### src/rtl/pipe_controller_pkg.sv
// Shared playfield constants and helpers for the pipe controller and the collision detector.
package pipe_controller_pkg;

  typedef logic [10:0] coord_t;

  localparam coord_t SCREEN_WIDTH    = 11'd640;
  localparam coord_t SCREEN_HEIGHT   = 11'd480;
  localparam coord_t PIPE_WIDTH      = 11'd20;
  localparam coord_t PIPE_HEIGHT_GAP = 11'd50;
  localparam coord_t BIRD_X          = 11'd160;
  localparam coord_t GAP_MIN         = 11'd100;
  localparam coord_t PIPE_START_X    = 11'd660;
  localparam coord_t PIPE_START_Y    = 11'd240;

  localparam logic [15:0] LFSR_SEED = 16'hACE1;
  localparam logic [9:0]  SCORE_MAX = 10'd999;

  // Gap centre drawn from the low LFSR byte: 100..355.
  function automatic coord_t gap_y(input logic [15:0] r);
    return GAP_MIN + coord_t'(r[7:0]);
  endfunction

  function automatic logic [9:0] score_add(input logic [9:0] s, input logic [1:0] inc);
    logic [10:0] sum;
    sum = {1'b0, s} + {9'b0, inc};
    return (sum > {1'b0, SCORE_MAX}) ? SCORE_MAX : sum[9:0];
  endfunction

endpackage

### src/rtl/pipe_controller_lfsr16.sv
// Free-running 16-bit Fibonacci LFSR (taps 16,14,13,11) used for pipe gap heights.
module lfsr16
  import pipe_controller_pkg::*;
(
  input  logic        gameClk,
  input  logic        reset,
  output logic [15:0] q
);

  // NOTE: sequential state uses non-blocking assignments so every register samples pre-edge values.
  always_ff @(posedge gameClk or posedge reset) begin
    if (reset) q <= LFSR_SEED;
    else       q <= {q[0] ^ q[2] ^ q[3] ^ q[5], q[15:1]};
  end

endmodule

### src/rtl/pipe_controller.sv
// Pipe scroller: IDLE/RUN/HIT control, pipe x/y update with wrap, and saturating score.
module pipe_controller
  import pipe_controller_pkg::*;
#(
  parameter int PIPE_SPEED   = 2,
  parameter int PIPE_SPACING = 320,
  parameter int GRACE        = 2
) (
  input  logic        gameClk,
  input  logic        reset,
  input  logic        start,
  input  logic        hitColumn,
  output logic [10:0] Ax,
  output logic [10:0] Bx,
  output logic [10:0] Ay,
  output logic [10:0] By,
  output logic        running,
  output logic [9:0]  score
);

  localparam logic [1:0] S_IDLE = 2'd0;
  localparam logic [1:0] S_RUN  = 2'd1;
  localparam logic [1:0] S_HIT  = 2'd2;

  localparam int     GW      = (GRACE > 1) ? $clog2(GRACE + 1) : 1;
  localparam coord_t SPEED   = coord_t'(PIPE_SPEED);
  localparam coord_t SPACING = coord_t'(PIPE_SPACING);
  localparam coord_t B_START = PIPE_START_X + SPACING;

  logic [1:0]    state;
  logic [GW-1:0] grace;
  logic [15:0]   lfsr_q;

  coord_t a_dec, b_dec, a_next, b_next;
  logic   a_wrap, b_wrap, a_cross, b_cross, hit_now, load;

  lfsr16 u_lfsr (
    .gameClk (gameClk),
    .reset   (reset),
    .q       (lfsr_q)
  );

  // Wrap is decided on the current x, so a wrapping pipe never subtracts past zero.
  assign a_dec   = Ax - SPEED;
  assign b_dec   = Bx - SPEED;
  assign a_wrap  = (Ax <= PIPE_WIDTH);
  assign b_wrap  = (Bx <= PIPE_WIDTH);
  assign a_next  = a_wrap ? b_dec + SPACING : a_dec;
  assign b_next  = b_wrap ? a_dec + SPACING : b_dec;
  assign a_cross = (Ax >= BIRD_X) && (a_next < BIRD_X);
  assign b_cross = (Bx >= BIRD_X) && (b_next < BIRD_X);

  assign load    = start && (state != S_RUN);
  assign hit_now = hitColumn && (grace == '0);

  always_ff @(posedge gameClk or posedge reset) begin
    if (reset) begin
      state   <= S_IDLE;
      running <= 1'b0;
      Ax      <= PIPE_START_X;
      Bx      <= B_START;
      Ay      <= PIPE_START_Y;
      By      <= PIPE_START_Y;
      score   <= '0;
      grace   <= '0;
    end else if (load) begin
      state   <= S_RUN;
      running <= 1'b1;
      Ax      <= PIPE_START_X;
      Bx      <= B_START;
      Ay      <= PIPE_START_Y;
      By      <= PIPE_START_Y;
      score   <= '0;
      grace   <= GW'(GRACE);
    end else if (state == S_RUN) begin
      if (hit_now) begin
        // A collision freezes the whole frame; nothing else in RUN happens this edge.
        state   <= S_HIT;
        running <= 1'b0;
      end else begin
        if (grace != '0) grace <= grace - GW'(1);
        Ax    <= a_next;
        Bx    <= b_next;
        if (a_wrap) Ay <= gap_y(lfsr_q);
        if (b_wrap) By <= gap_y(lfsr_q);
        score <= score_add(score, {1'b0, a_cross} + {1'b0, b_cross});
      end
    end
  end

endmodule

### config.mk
export PLATFORM = sky130hd
export DESIGN_NAME = pipe_controller
export DESIGN_NICKNAME = d
export VERILOG_FILES = /design/src/rtl/pipe_controller_pkg.sv /design/src/rtl/pipe_controller_lfsr16.sv /design/src/rtl/pipe_controller.sv
export SDC_FILE = /design/constraint.sdc
export NUM_CORES = 1
export LEC_CHECK = 0
export BUFFER_PORTS_ARGS = -buffer_cell sky130_fd_sc_hd__buf_2
export CAP_MARGIN = 20
export CORE_ASPECT_RATIO = 0.7
export CORE_UTILIZATION = 64
export CTS_BUF_LIST = sky130_fd_sc_hd__clkbuf_4 sky130_fd_sc_hd__clkbuf_8
export DETAILED_ROUTE_END_ITERATION = 10
export GPL_ROUTABILITY_DRIVEN = 0
export GPL_TIMING_DRIVEN = 0
export PLACE_DENSITY = 0.86
export SETUP_SLACK_MARGIN = 0.3
export SLEW_MARGIN = 20
export SYNTH_ARGS = -nofsm -noshare
export SYNTH_HDL_FRONTEND = slang
export SYNTH_HIERARCHICAL = 1
export SYNTH_SLANG_ARGS = --single-unit
### constraint.sdc
create_clock -name gameClk -period 7 [get_ports gameClk]
set_input_delay 0 -clock gameClk [delete_from_list [all_inputs] [get_ports gameClk]]
set_output_delay 0 -clock gameClk [all_outputs]
set_load 0.01 [all_outputs]
==> results.tsv, run 1 <==
stage	metric	value	unit
timing	transition time at the pin with the least slew margin	0.745	ns
critical_path	CP Depth	19	
critical_path	cell depth of the worst flop-to-flop path	19	
yosys	number of synthesized register bits	70	
clock_network	CTS tree	yes	
yosys	number of enable flip-flop cells after synthesis	0	
power_and_ir_drop	power density over the cells	439	nW/µm²
timing	number of max-slew violations in the final report	0	
detailed_routing	routed wire length	10100	µm
place	HPWL after DPL	6880	µm
floorplanning	initial standard-cell utilization of the core	67.7	%
critical_path	Critical path buffers and inverters	3	
floorplanning	overall die area	6480	µm²
yosys	count of different cell masters after synthesis	62	
critical_path	Worst path max stage delay	0.53	ns
global_route	global route total overflow	0	
yosys	post-synth design cell area	3940	µm²
cells_and_area	Post-Route Utilization	79.2	%
yosys	cell with the most instances after synthesis	nand2_1	
min_path	worst min-delay path category	primary input to async pin	
global_route	number of antenna violations at the first check in global routing	0	
detailed_routing	post-detailed-route wirelength per cell	17.1	µm
clock_network	Clock Tree Buf Depth	2	
timing	max-slew headroom at the worst pin	50.1	%
global_route	vias in the first global route	3223	
critical_path	data required time of the worst path	7.26	ns
clock_network	total CTS buffers	9	
yosys	Mean Syn Cell Area	9.05	µm²
critical_path	Arrival @ worst endpoint	5.29	ns
clock_network	later-pin clock latency in the skew report	0.37	ns
detailed_routing	vias after detailed routing	3658	
yosys	synthesized instance count	435	
timing	Setup TNS Final	0	ns
detailed_routing	detailed-router iteration count before antenna repair	5	
floorplanning	Placeable Area	5810	µm²
critical_path	category of cells accounting for the largest share of critical-path delay	compound AO/OA/AOI/OAI gates	
critical_path	cell-by-cell trace of the critical path	inv_1, ha_1, or3b_2, o31ai_1, o21ai_0, ha_1, xnor2_1, o21ai_0, nand4_1, fa_1, inv_1, ha_1, clkbuf_1, nor2_1, a41o_1, a32o_1, nand3_1, nand2_1, o221a_2	
cells_and_area	fraction of layout instances using a drive strength above 1	23.6	%
detailed_routing	final routed DRC violation total	0	
detailed_routing	drt initial violations	457	
run	number of max-capacitance violations reported	0	
run_status	run status	completed	
global_route	first-pass GRT wire length	15600	µm
clock_network	Post-CTS Hold Fix Bufs	4	
critical_path	cell seen most often among critical-path stages	ha_1	
timing	setup clock skew after layout	0.0115	ns
cells_and_area	Area Overhead vs Synth	16.9	%
critical_path	CP max-delay cell	or3b_2	
critical_path	crit path max fanout	10	
timing	Final Cycle Share	71.9	%
detailed_routing	antenna violation net count after detailed routing	0	
floorplanning	Rows	23	
global_route	Overall Global Routing Usage	33.1	%
clock_network	# H-tree levels	3	
floorplanning	number of placed I/O pins	59	
global_route	pin count of the biggest net entering global routing	31	
detailed_routing	number of vias per cell	6.22	
yosys	largest cells by area after synthesis	dfrtp_1, dfstp_2, nand2_1	
yosys	share of async-settable or async-resettable flops after synthesis	100	%
critical_path	startpoint types	flop	
critical_path	critical path type	flop to flop	
floorplanning	Vert. Die Dim	67.6	µm
floorplanning	floorplan die width	95.8	µm
timing	RSZ-0062 raised after global routing	no	
timing	count of endpoints failing hold in the final timing report	0	
timing	final count of negative-setup-slack endpoints	0	
yosys	top-area cell type share of the netlist area	28.0	%
timing	highest achievable clock rate	199	MHz
critical_path	crit path capture type	flop	
yosys	warning count from the yosys run	6	
yosys	top_reg_cell synth	dfrtp_1	
clock_network	Clock Tree Root	clkbuf_8	
cells_and_area	Post-layout nets	520	
power_and_ir_drop	leakage power	0.00212	µW
clock_network	post-CTS repair timing setup buffer count	0	
yosys	leading cell types by count after synthesis	nand2_1, dfrtp_1, o21ai_0, nor2_1, dfstp_2	
timing	minimum clock period	5.03	ns
power_and_ir_drop	maximum vdd ir drop	0.326	mV
cells_and_area	antenna diode count	0	
yosys	Seq/Total Area, Yosys	45.3	%
yosys	most area-hungry cell type in the Yosys netlist	dfrtp_1	
clock_network	number of instances resized during post-cts repair	0	
clock_network	CTS Sinks	70	
clock_network	Reg clk slew, reported paths	0.08	ns
power_and_ir_drop	Total Power	2020	µW
place	Port Buf Inserts	54	
## state kept, by name (all words and copies together), names as in the netlist
signal,count
Ax,11
u_lfsr/q,16
Bx,11
grace,2
By,9
state,2
score,10
Ay,9
## per-stage QoR
stage	setup WS [ns]	hold slack, ns	instances	area, µm²
after global placement	2.23	0.0720	567	4310
after floorplan	2.73	-0.0920	438	3950
after detailed placement	2.12	0.0954	568	4330
after global routing	1.75	0.293	588	4600
final	1.97	0.234	588	4600
after CTS	2.09	0.245	588	4600
## worst paths after layout
kind,slack [ns],end,startpoint
worst max-delay path,1.97,score[2],Bx[1]
worst min-delay path,0.23,state[1],reset
worst max register to register,1.97,score[2],Bx[1]
worst min register to register,0.35,u_lfsr/q[7],u_lfsr/q[8]
max in group asynchronous,6.12,Ax[4],reset
min in group gameClk,0.35,u_lfsr/q[7],u_lfsr/q[8]
## final cells by class
class / count / area (µm²)
Buffer: 32 / 154
Timing Repair Buffer: 59 / 330
Fill cell: 392 / 1210
Multi-Input combinational cell: 319 / 1950
Clock inverter: 6 / 92.6
Clock buffer: 10 / 138
Inverter: 17 / 63.8
Tap cell: 75 / 93.8
Sequential cell: 70 / 1780
## power breakdown
part           total, µW  internal [µW]  leakage, µW  switching, µW
Clock                380            213     0.000110            167
Combinational       1030            367      0.00115            662
Sequential           612            531     0.000857           81.4
## cells in the final DEF (no fill, tap or decap), types with 5 or more instances in the layout
| cell type | netlist | final |
|---|---|---|
| ha_1 | 7 | 7 |
| nand2_1 | 57 | 57 |
| xnor2_1 | 14 | 14 |
| a21oi_1 | 22 | 22 |
| dfrtp_1 | 44 | 44 |
| xor2_1 | 9 | 9 |
| buf_2 | 9 | 63 |
| nor4_1 | 7 | 7 |
| o21ai_0 | 39 | 39 |
| o31ai_1 | 8 | 8 |
| inv_1 | 17 | 16 |
| nor3_1 | 6 | 6 |
| dfstp_2 | 26 | 26 |
| a31oi_1 | 7 | 7 |
| clkbuf_8 | 0 | 10 |
| o211ai_1 | 5 | 5 |
| nand3_1 | 9 | 9 |
| clkbuf_1 | 18 | 18 |
| a21o_1 | 5 | 5 |
| mux2i_1 | 6 | 6 |
| nor2_1 | 37 | 37 |
| nand4_1 | 5 | 5 |
## worst register-to-register path: stages, from the launching register on
cell	delay, ns
dfrtp_1	0.46
inv_1	0.13
ha_1	0.28
or3b_2	0.53
o31ai_1	0.20
o21ai_0	0.19
ha_1	0.28
xnor2_1	0.14
o21ai_0	0.23
nand4_1	0.24
fa_1	0.48
inv_1	0.07
ha_1	0.15
clkbuf_1	0.33
nor2_1	0.10
a41o_1	0.26
a32o_1	0.22
nand3_1	0.17
nand2_1	0.13
o221a_2	0.34
## per-layer routing
metal	GRT usage (%)	vias to the layer above	wire, µm
li1	-	1677	-
met1	47.2	1753	4530
met2	48.8	204	4430
met3	8.56	24	947
met4	12.3	0	167
met5	0	-	0
## cell families after synthesis
logic type                 Yosys count  share of synthesized area (%)
xor gates and xnor gates            23                           5.12
other                                1                         0.0952
AOI/OAI and AO/OA                  120                           19.8
and+or+nand+nor                    155                           19.1
adders and majority gates            8                           2.73
buffers and inverters               49                           5.53
muxes                                9                           2.38
DFF                                 70                           45.3
Power figures use the tool's default switching activity.
==> run 2: changes to the inputs <==
--- a/config.mk
+++ b/config.mk
@@ -8,12 +8,12 @@
 export BUFFER_PORTS_ARGS = -buffer_cell sky130_fd_sc_hd__buf_2
 export CAP_MARGIN = 20
 export CORE_ASPECT_RATIO = 0.7
-export CORE_UTILIZATION = 64
+export CORE_UTILIZATION = 59
 export CTS_BUF_LIST = sky130_fd_sc_hd__clkbuf_4 sky130_fd_sc_hd__clkbuf_8
 export DETAILED_ROUTE_END_ITERATION = 10
 export GPL_ROUTABILITY_DRIVEN = 0
 export GPL_TIMING_DRIVEN = 0
-export PLACE_DENSITY = 0.86
+export PLACE_DENSITY = 0.8
 export SETUP_SLACK_MARGIN = 0.3
 export SLEW_MARGIN = 20
 export SYNTH_ARGS = -nofsm -noshare
==> constraint.sdc (replaced) <==
create_clock -name gameClk -period 5.1 [get_ports gameClk]
set_input_delay 0 -clock gameClk [delete_from_list [all_inputs] [get_ports gameClk]]
set_output_delay 0 -clock gameClk [all_outputs]
set_load 0.01 [all_outputs]
==> run 2 against run 1 <==
Net effect:
- setup slack worse by 1.5 ns
- sequential cell count is the same
- die area increased by 8.3%
- global-route usage is 2.1 points lower
- clock skew down 0.0015 ns
- utilization down 5.6 points
- first-iteration DRC count is 29% lower
- maximum frequency is 9.4% higher
- combinational power is 39% higher
- critical path depth is the same
- cell area grew 1.3%
- sequential share of layout area decreased by 0.47 points
- critical endpoint unchanged
- largest cell class unchanged
==> results.tsv, run 2 (synthesis gave the netlist of run 1 again) <==
stage	metric	value	unit	change
timing	minimum clock period	4.60	ns	-0.430 ns
global_route	first-pass GRT wire length	16400	µm	+4.6%
critical_path	crit path max fanout	10		unchanged
global_route	number of antenna violations at the first check in global routing	0		unchanged
clock_network	total CTS buffers	9		unchanged
detailed_routing	antenna violation net count after detailed routing	0		unchanged
timing	number of max-slew violations in the final report	0		unchanged
clock_network	CTS tree	yes		
timing	RSZ-0062 raised after global routing	no		
cells_and_area	top flop regs	u_lfsr/q: 16 flops, Ax: 11 flops, Bx: 11 flops		
power_and_ir_drop	power density over the cells	597	nW/µm²	+36%
cells_and_area	finished layout cell area	4660	µm²	+1.3%
global_route	vias in the first global route	3237		+0.43%
critical_path	data required time of the worst path	5.39	ns	-1.87 ns
min_path	number of cells on the worst hold path	3		
floorplanning	initial standard-cell utilization of the core	62.1	%	-5.6 points
timing	highest achievable clock rate	217	MHz	+9.4%
detailed_routing	final routed DRC violation total	0		unchanged
cells_and_area	fraction of layout instances using a drive strength above 1	25.4	%	+1.9 points
critical_path	Arrival @ worst endpoint	4.89	ns	-0.40 ns
timing	count of endpoints failing hold in the final timing report	0		unchanged
detailed_routing	vias after detailed routing	3544		-3.1%
power_and_ir_drop	leakage power	0.00214	µW	+0.92%
place	area after detailed placement	4350	µm²	+0.46%
floorplanning	floorplan die width	99.6	µm	+4.1%
cells_and_area	most common library cell in the layout ignoring fill and taps	buf_2		
timing	final count of negative-setup-slack endpoints	0		unchanged
detailed_routing	routed wire length	9880	µm	-1.9%
critical_path	cell depth of the worst flop-to-flop path	19		unchanged
cells_and_area	Post-layout nets	522		+0.38%
clock_network	Reg clk slew, reported paths	0.07	ns	about the same
place	Port Buf Inserts	54		unchanged
global_route	pin count of the biggest net entering global routing	33		+6.5%
clock_network	CTS Sinks	70		unchanged
place	HPWL after DPL	6950	µm	+1.0%
critical_path	critical path type	flop to flop		
detailed_routing	detailed-router iteration count before antenna repair	5		unchanged
power_and_ir_drop	maximum vdd ir drop	0.408	mV	+25%
critical_path	startpoint types	flop		
cells_and_area	largest register by flop count	u_lfsr/q		
min_path	worst min-delay path category	primary input to flop		
run_status	run status	completed		
timing	post-route worst hold slack	0.0281	ns	-0.206 ns
cells_and_area	most frequent cells in the layout	buf_2, nand2_1, dfrtp_1		
floorplanning	overall die area	7010	µm²	+8.3%
global_route	Overall Global Routing Usage	31.0	%	-2.1 points
floorplanning	Rows	24		+4.3%
cells_and_area	max reg flops	16		unchanged
timing	Setup TNS Final	0	ns	unchanged
cells_and_area	Area Overhead vs Synth	18.4	%	
detailed_routing	drt initial violations	323		-29%
timing	transition time at the pin with the least slew margin	0.740	ns	-0.00530 ns
critical_path	crit path capture type	flop		
run	number of max-capacitance violations reported	0		unchanged
detailed_routing	number of vias per cell	5.85		-6.0%
timing	max-slew headroom at the worst pin	50.7	%	+0.54 points
timing	Final Cycle Share	90.2	%	+18 points
global_route	global route total overflow	0		unchanged
clock_network	Clock Tree Buf Depth	2		unchanged
detailed_routing	post-detailed-route wirelength per cell	16.3	µm	-4.8%
timing	setup clock skew after layout	0.00999	ns	-0.00154 ns
floorplanning	Placeable Area	6340	µm²	+9.0%
floorplanning	number of placed I/O pins	59		unchanged
clock_network	later-pin clock latency in the skew report	0.35	ns	-0.02 ns
floorplanning	Vert. Die Dim	70.4	µm	+4.0%
clock_network	Clock Tree Root	clkbuf_8		
cells_and_area	antenna diode count	0		unchanged
clock_network	# H-tree levels	3		unchanged
==> run 2: routing by layer <==
layer / track usage, % / share of wire [%]
met1: 47.9 / 47
met2: 41.7 / 42
met3: 8.51 / 9.4
met4: 9.97 / 1.5
met5: 0 / 0
==> run 2: path summary, 6_finish.rpt <==
check	start	endpoint	slack [ns]
setup reg to reg	Ax[1]	score[2]	0.50
hold reg to reg	u_lfsr/q[8]	u_lfsr/q[7]	0.35
setup / recovery	Ax[1]	score[2]	0.50
hold / removal	hitColumn	state[0]	0.03
max in group asynchronous	reset	Ax[7]	4.25
min in group asynchronous	reset	By[1]	0.23
==> run 2: what timing repair did <==
| action | in CTS | in global routing |
|---|---|---|
| pin swaps | 0 | 0 |
| hold buffers | 3 | 0 |
| buffers inserted | 0 | 3 |
| gates resized for setup | 2 | 11 |
| endpoints found under the hold margin | 24 | 0 |
| endpoints found under the setup margin | 5 | 8 |
==> run 2: per-stage QoR <==
step	std cells	utilization (%)	worst slack [ns]	total power [µW]
after floorplan	438	-	0.832	1790
after global placement	583	68.4	0.298	2170
after detailed placement	584	68.7	0.217	2200
after CTS	603	72.7	0.368	2740
after global routing	606	73.6	0.300	2990
final	606	73.6	0.499	2780
==> run 2: layout make-up <==
cell class / instances / area (µm²)
clock buffers: 12 / 153
well taps: 91 / 114
repair buffers: 61 / 343
inverters: 17 / 63.8
multi-input cells: 319 / 1970
plain buffers: 32 / 158
flip-flops and latches: 70 / 1790
fillers: 472 / 1670
clock inverters: 4 / 72.6
==> run 2: critical path, stage by stage, from the launching register on <==
cell	delay (ns)
dfrtp_1	0.47
inv_1	0.13
ha_1	0.30
nor3b_4	0.35
nand2_1	0.14
xnor2_1	0.19
ha_1	0.28
xor2_1	0.18
mux2i_1	0.20
nand4_1	0.20
fa_1	0.47
inv_1	0.09
ha_1	0.20
clkbuf_4	0.21
nand3_1	0.14
nor4_2	0.24
a211o_1	0.16
nand3_1	0.15
a21oi_1	0.22
o221a_2	0.21
==> run 2: report_power, final <==
part	internal, µW	switching [µW]	leakage [µW]
Combinational	520	913	0.00117
Sequential	730	118	0.000856
Clock	299	204	0.000113
==> run 3: changes to the inputs <==
--- a/config.mk
+++ b/config.mk
@@ -13,6 +13,7 @@
 export DETAILED_ROUTE_END_ITERATION = 10
 export GPL_ROUTABILITY_DRIVEN = 0
 export GPL_TIMING_DRIVEN = 0
+export MAX_ROUTING_LAYER = met4
 export PLACE_DENSITY = 0.8
 export SETUP_SLACK_MARGIN = 0.3
 export SLEW_MARGIN = 20
==> run 3 against run 2 <==
Net effect:
- first-iteration DRC count up 0.93%
- count of clock-buffer cells in the layout unchanged
- clock skew up 0.00078 ns
- sequential share of layout area unchanged
- sequential cell count unchanged
- cell count unchanged
- via count down 0.65%
- critical path type unchanged
- critical endpoint unchanged
- highest routed layer unchanged
==> results.tsv, run 3 (synthesis gave the netlist of run 1 again) <==
stage	metric	value	unit	change
place	area after detailed placement	4350	µm²	unchanged
timing	RSZ-0062 raised after global routing	no		
detailed_routing	antenna violation net count after detailed routing	0		unchanged
detailed_routing	vias after detailed routing	3521		-0.65%
power_and_ir_drop	maximum vdd ir drop	0.409	mV	about the same
floorplanning	Placeable Area	6340	µm²	unchanged
global_route	vias in the first global route	3233		-0.12%
detailed_routing	final routed DRC violation total	0		unchanged
run_status	run status	completed		
timing	number of max-slew violations in the final report	0		unchanged
power_and_ir_drop	leakage power	0.00214	µW	unchanged
detailed_routing	detailed-router iteration count before antenna repair	5		unchanged
timing	setup ws final	0.481	ns	-0.0178 ns
critical_path	crit path max fanout	10		unchanged
critical_path	data required time of the worst path	5.39	ns	about the same
run	number of max-capacitance violations reported	0		unchanged
clock_network	Clock Tree Buf Depth	2		unchanged
global_route	number of antenna violations at the first check in global routing	0		unchanged
critical_path	crit path capture type	flop		
place	Port Buf Inserts	54		unchanged
detailed_routing	post-detailed-route wirelength per cell	16.4	µm	+0.70%
cells_and_area	largest register by flop count	u_lfsr/q		
global_route	pin count of the biggest net entering global routing	33		unchanged
cells_and_area	antenna diode count	0		unchanged
place	HPWL after DPL	6950	µm	unchanged
timing	final count of negative-setup-slack endpoints	0		unchanged
cells_and_area	top flop regs	u_lfsr/q: 16 flops, Ax: 11 flops, Bx: 11 flops		
cells_and_area	finished layout cell area	4660	µm²	unchanged
timing	transition time at the pin with the least slew margin	0.734	ns	-0.00557 ns
floorplanning	floorplan die width	99.6	µm	unchanged
floorplanning	initial standard-cell utilization of the core	62.1	%	unchanged
floorplanning	Vert. Die Dim	70.4	µm	unchanged
cells_and_area	most common library cell in the layout ignoring fill and taps	buf_2		
detailed_routing	routed wire length	9940	µm	+0.70%
floorplanning	overall die area	7010	µm²	unchanged
cells_and_area	fraction of layout instances using a drive strength above 1	25.4	%	unchanged
detailed_routing	number of vias per cell	5.81		-0.65%
clock_network	Reg clk slew, reported paths	0.08	ns	about the same
timing	minimum clock period	4.62	ns	+0.0178 ns
global_route	first-pass GRT wire length	16400	µm	unchanged
clock_network	Clock Tree Root	clkbuf_8		
timing	setup clock skew after layout	0.0108	ns	+0.000778 ns
clock_network	# H-tree levels	3		unchanged
clock_network	later-pin clock latency in the skew report	0.36	ns	about the same
critical_path	register-to-register path setup slack	0.48	ns	-0.02 ns
cells_and_area	Post-layout nets	522		unchanged
clock_network	CTS Sinks	70		unchanged
timing	Final Cycle Share	90.6	%	+0.35 points
floorplanning	Rows	24		unchanged
detailed_routing	drt initial violations	326		+0.93%
critical_path	critical path type	flop to flop		
global_route	global route total overflow	0		unchanged
cells_and_area	most frequent cells in the layout	buf_2, nand2_1, dfrtp_1		
min_path	worst min-delay path category	primary input to flop		
global_route	Overall Global Routing Usage	31.8	%	+0.84 points
timing	count of endpoints failing hold in the final timing report	0		unchanged
floorplanning	number of placed I/O pins	59		unchanged
timing	post-route worst hold slack	0.0243	ns	-0.00388 ns
clock_network	CTS tree	yes		
place	number of cells after detailed placement	584		unchanged
timing	Setup TNS Final	0	ns	unchanged
cells_and_area	max reg flops	16		unchanged
timing	highest achievable clock rate	216	MHz	-0.39%
critical_path	startpoint types	flop		
place	setup slack at placement	0.217	ns	unchanged
clock_network	total CTS buffers	9		unchanged
timing	max-slew headroom at the worst pin	51.0	%	+0.37 points
cells_and_area	post-route insts no fill	606		unchanged
power_and_ir_drop	power density over the cells	598	nW/µm²	+0.25%
critical_path	Arrival @ worst endpoint	4.91	ns	+0.02 ns
cells_and_area	# fillers	472		unchanged
cells_and_area	Area Overhead vs Synth	18.4	%	unchanged
==> run 3: cell counts in the layout (fill, tap and decap cells not counted) <==
No cell type changed its count.
==> run 3: final timing paths <==
path	from	cells past startpoint	endpoint
max reg2reg	Ax[1]	19	score[2]
max	Ax[1]	19	score[2]
min	hitColumn	3	state[0]
min reg2reg	u_lfsr/q[8]	0	u_lfsr/q[7]
min in group asynchronous	reset	3	By[1]
max in group asynchronous	reset	4	Ax[7]
==> run 3: worst max-delay path: stages, from the launching register on <==
cell      delay (ns)
dfrtp_1         0.47
inv_1           0.13
ha_1            0.30
nor3b_4         0.34
nand2_1         0.14
xnor2_1         0.19
ha_1            0.28
xor2_1          0.18
mux2i_1         0.19
nand4_1         0.20
fa_1            0.47
inv_1           0.08
ha_1            0.20
clkbuf_4        0.22
nand3_1         0.14
nor4_2          0.26
a211o_1         0.16
nand3_1         0.16
a21oi_1         0.22
o221a_2         0.21
==> run 3: timing repair <==
action                                 CTS  global route
endpoints found under the hold margin   24             0
setup buffers                            0             3
resized for setup                        2            11
pin swaps                                0             0
cloned                                   0             0
setup endpoints to repair                5             8
hold buffers                             3             0
==> run 3: final cells by class <==
cell class,instances,area [µm²],area share [%]
repair buffers,61,343,7.35
well taps,91,114,2.44
inverters,17,63.8,1.37
flip-flops and latches,70,1790,38.3
plain buffers,32,158,3.38
clock buffers,12,153,3.27
multi-input cells,319,1970,42.3
clock inverters,4,72.6,1.56
==> run 3: power breakdown <==
part | switching, µW | leakage [µW] | internal (µW)
logic | 916 | 0.00117 | 521
clock network | 207 | 0.000113 | 299
registers | 118 | 0.000856 | 730
==> run 3: metal layers <==
layer	vias to the layer above	GRT usage [%]	wire [µm]
met4	0	10.5	119
li1	1690	-	-
met2	177	41.7	4150
met1	1637	48.0	4810
met3	17	7.81	860
met5	-	-	0
==> run 3: through the flow <==
step / util (%) / total power [µW]
3_3_place_gp: 68.4 / 2170
3_5_place_dp: 68.7 / 2200
6_report: 73.6 / 2790
2_1_floorplan: - / 1790
4_1_cts: 72.7 / 2740
5_1_grt: 73.6 / 2990
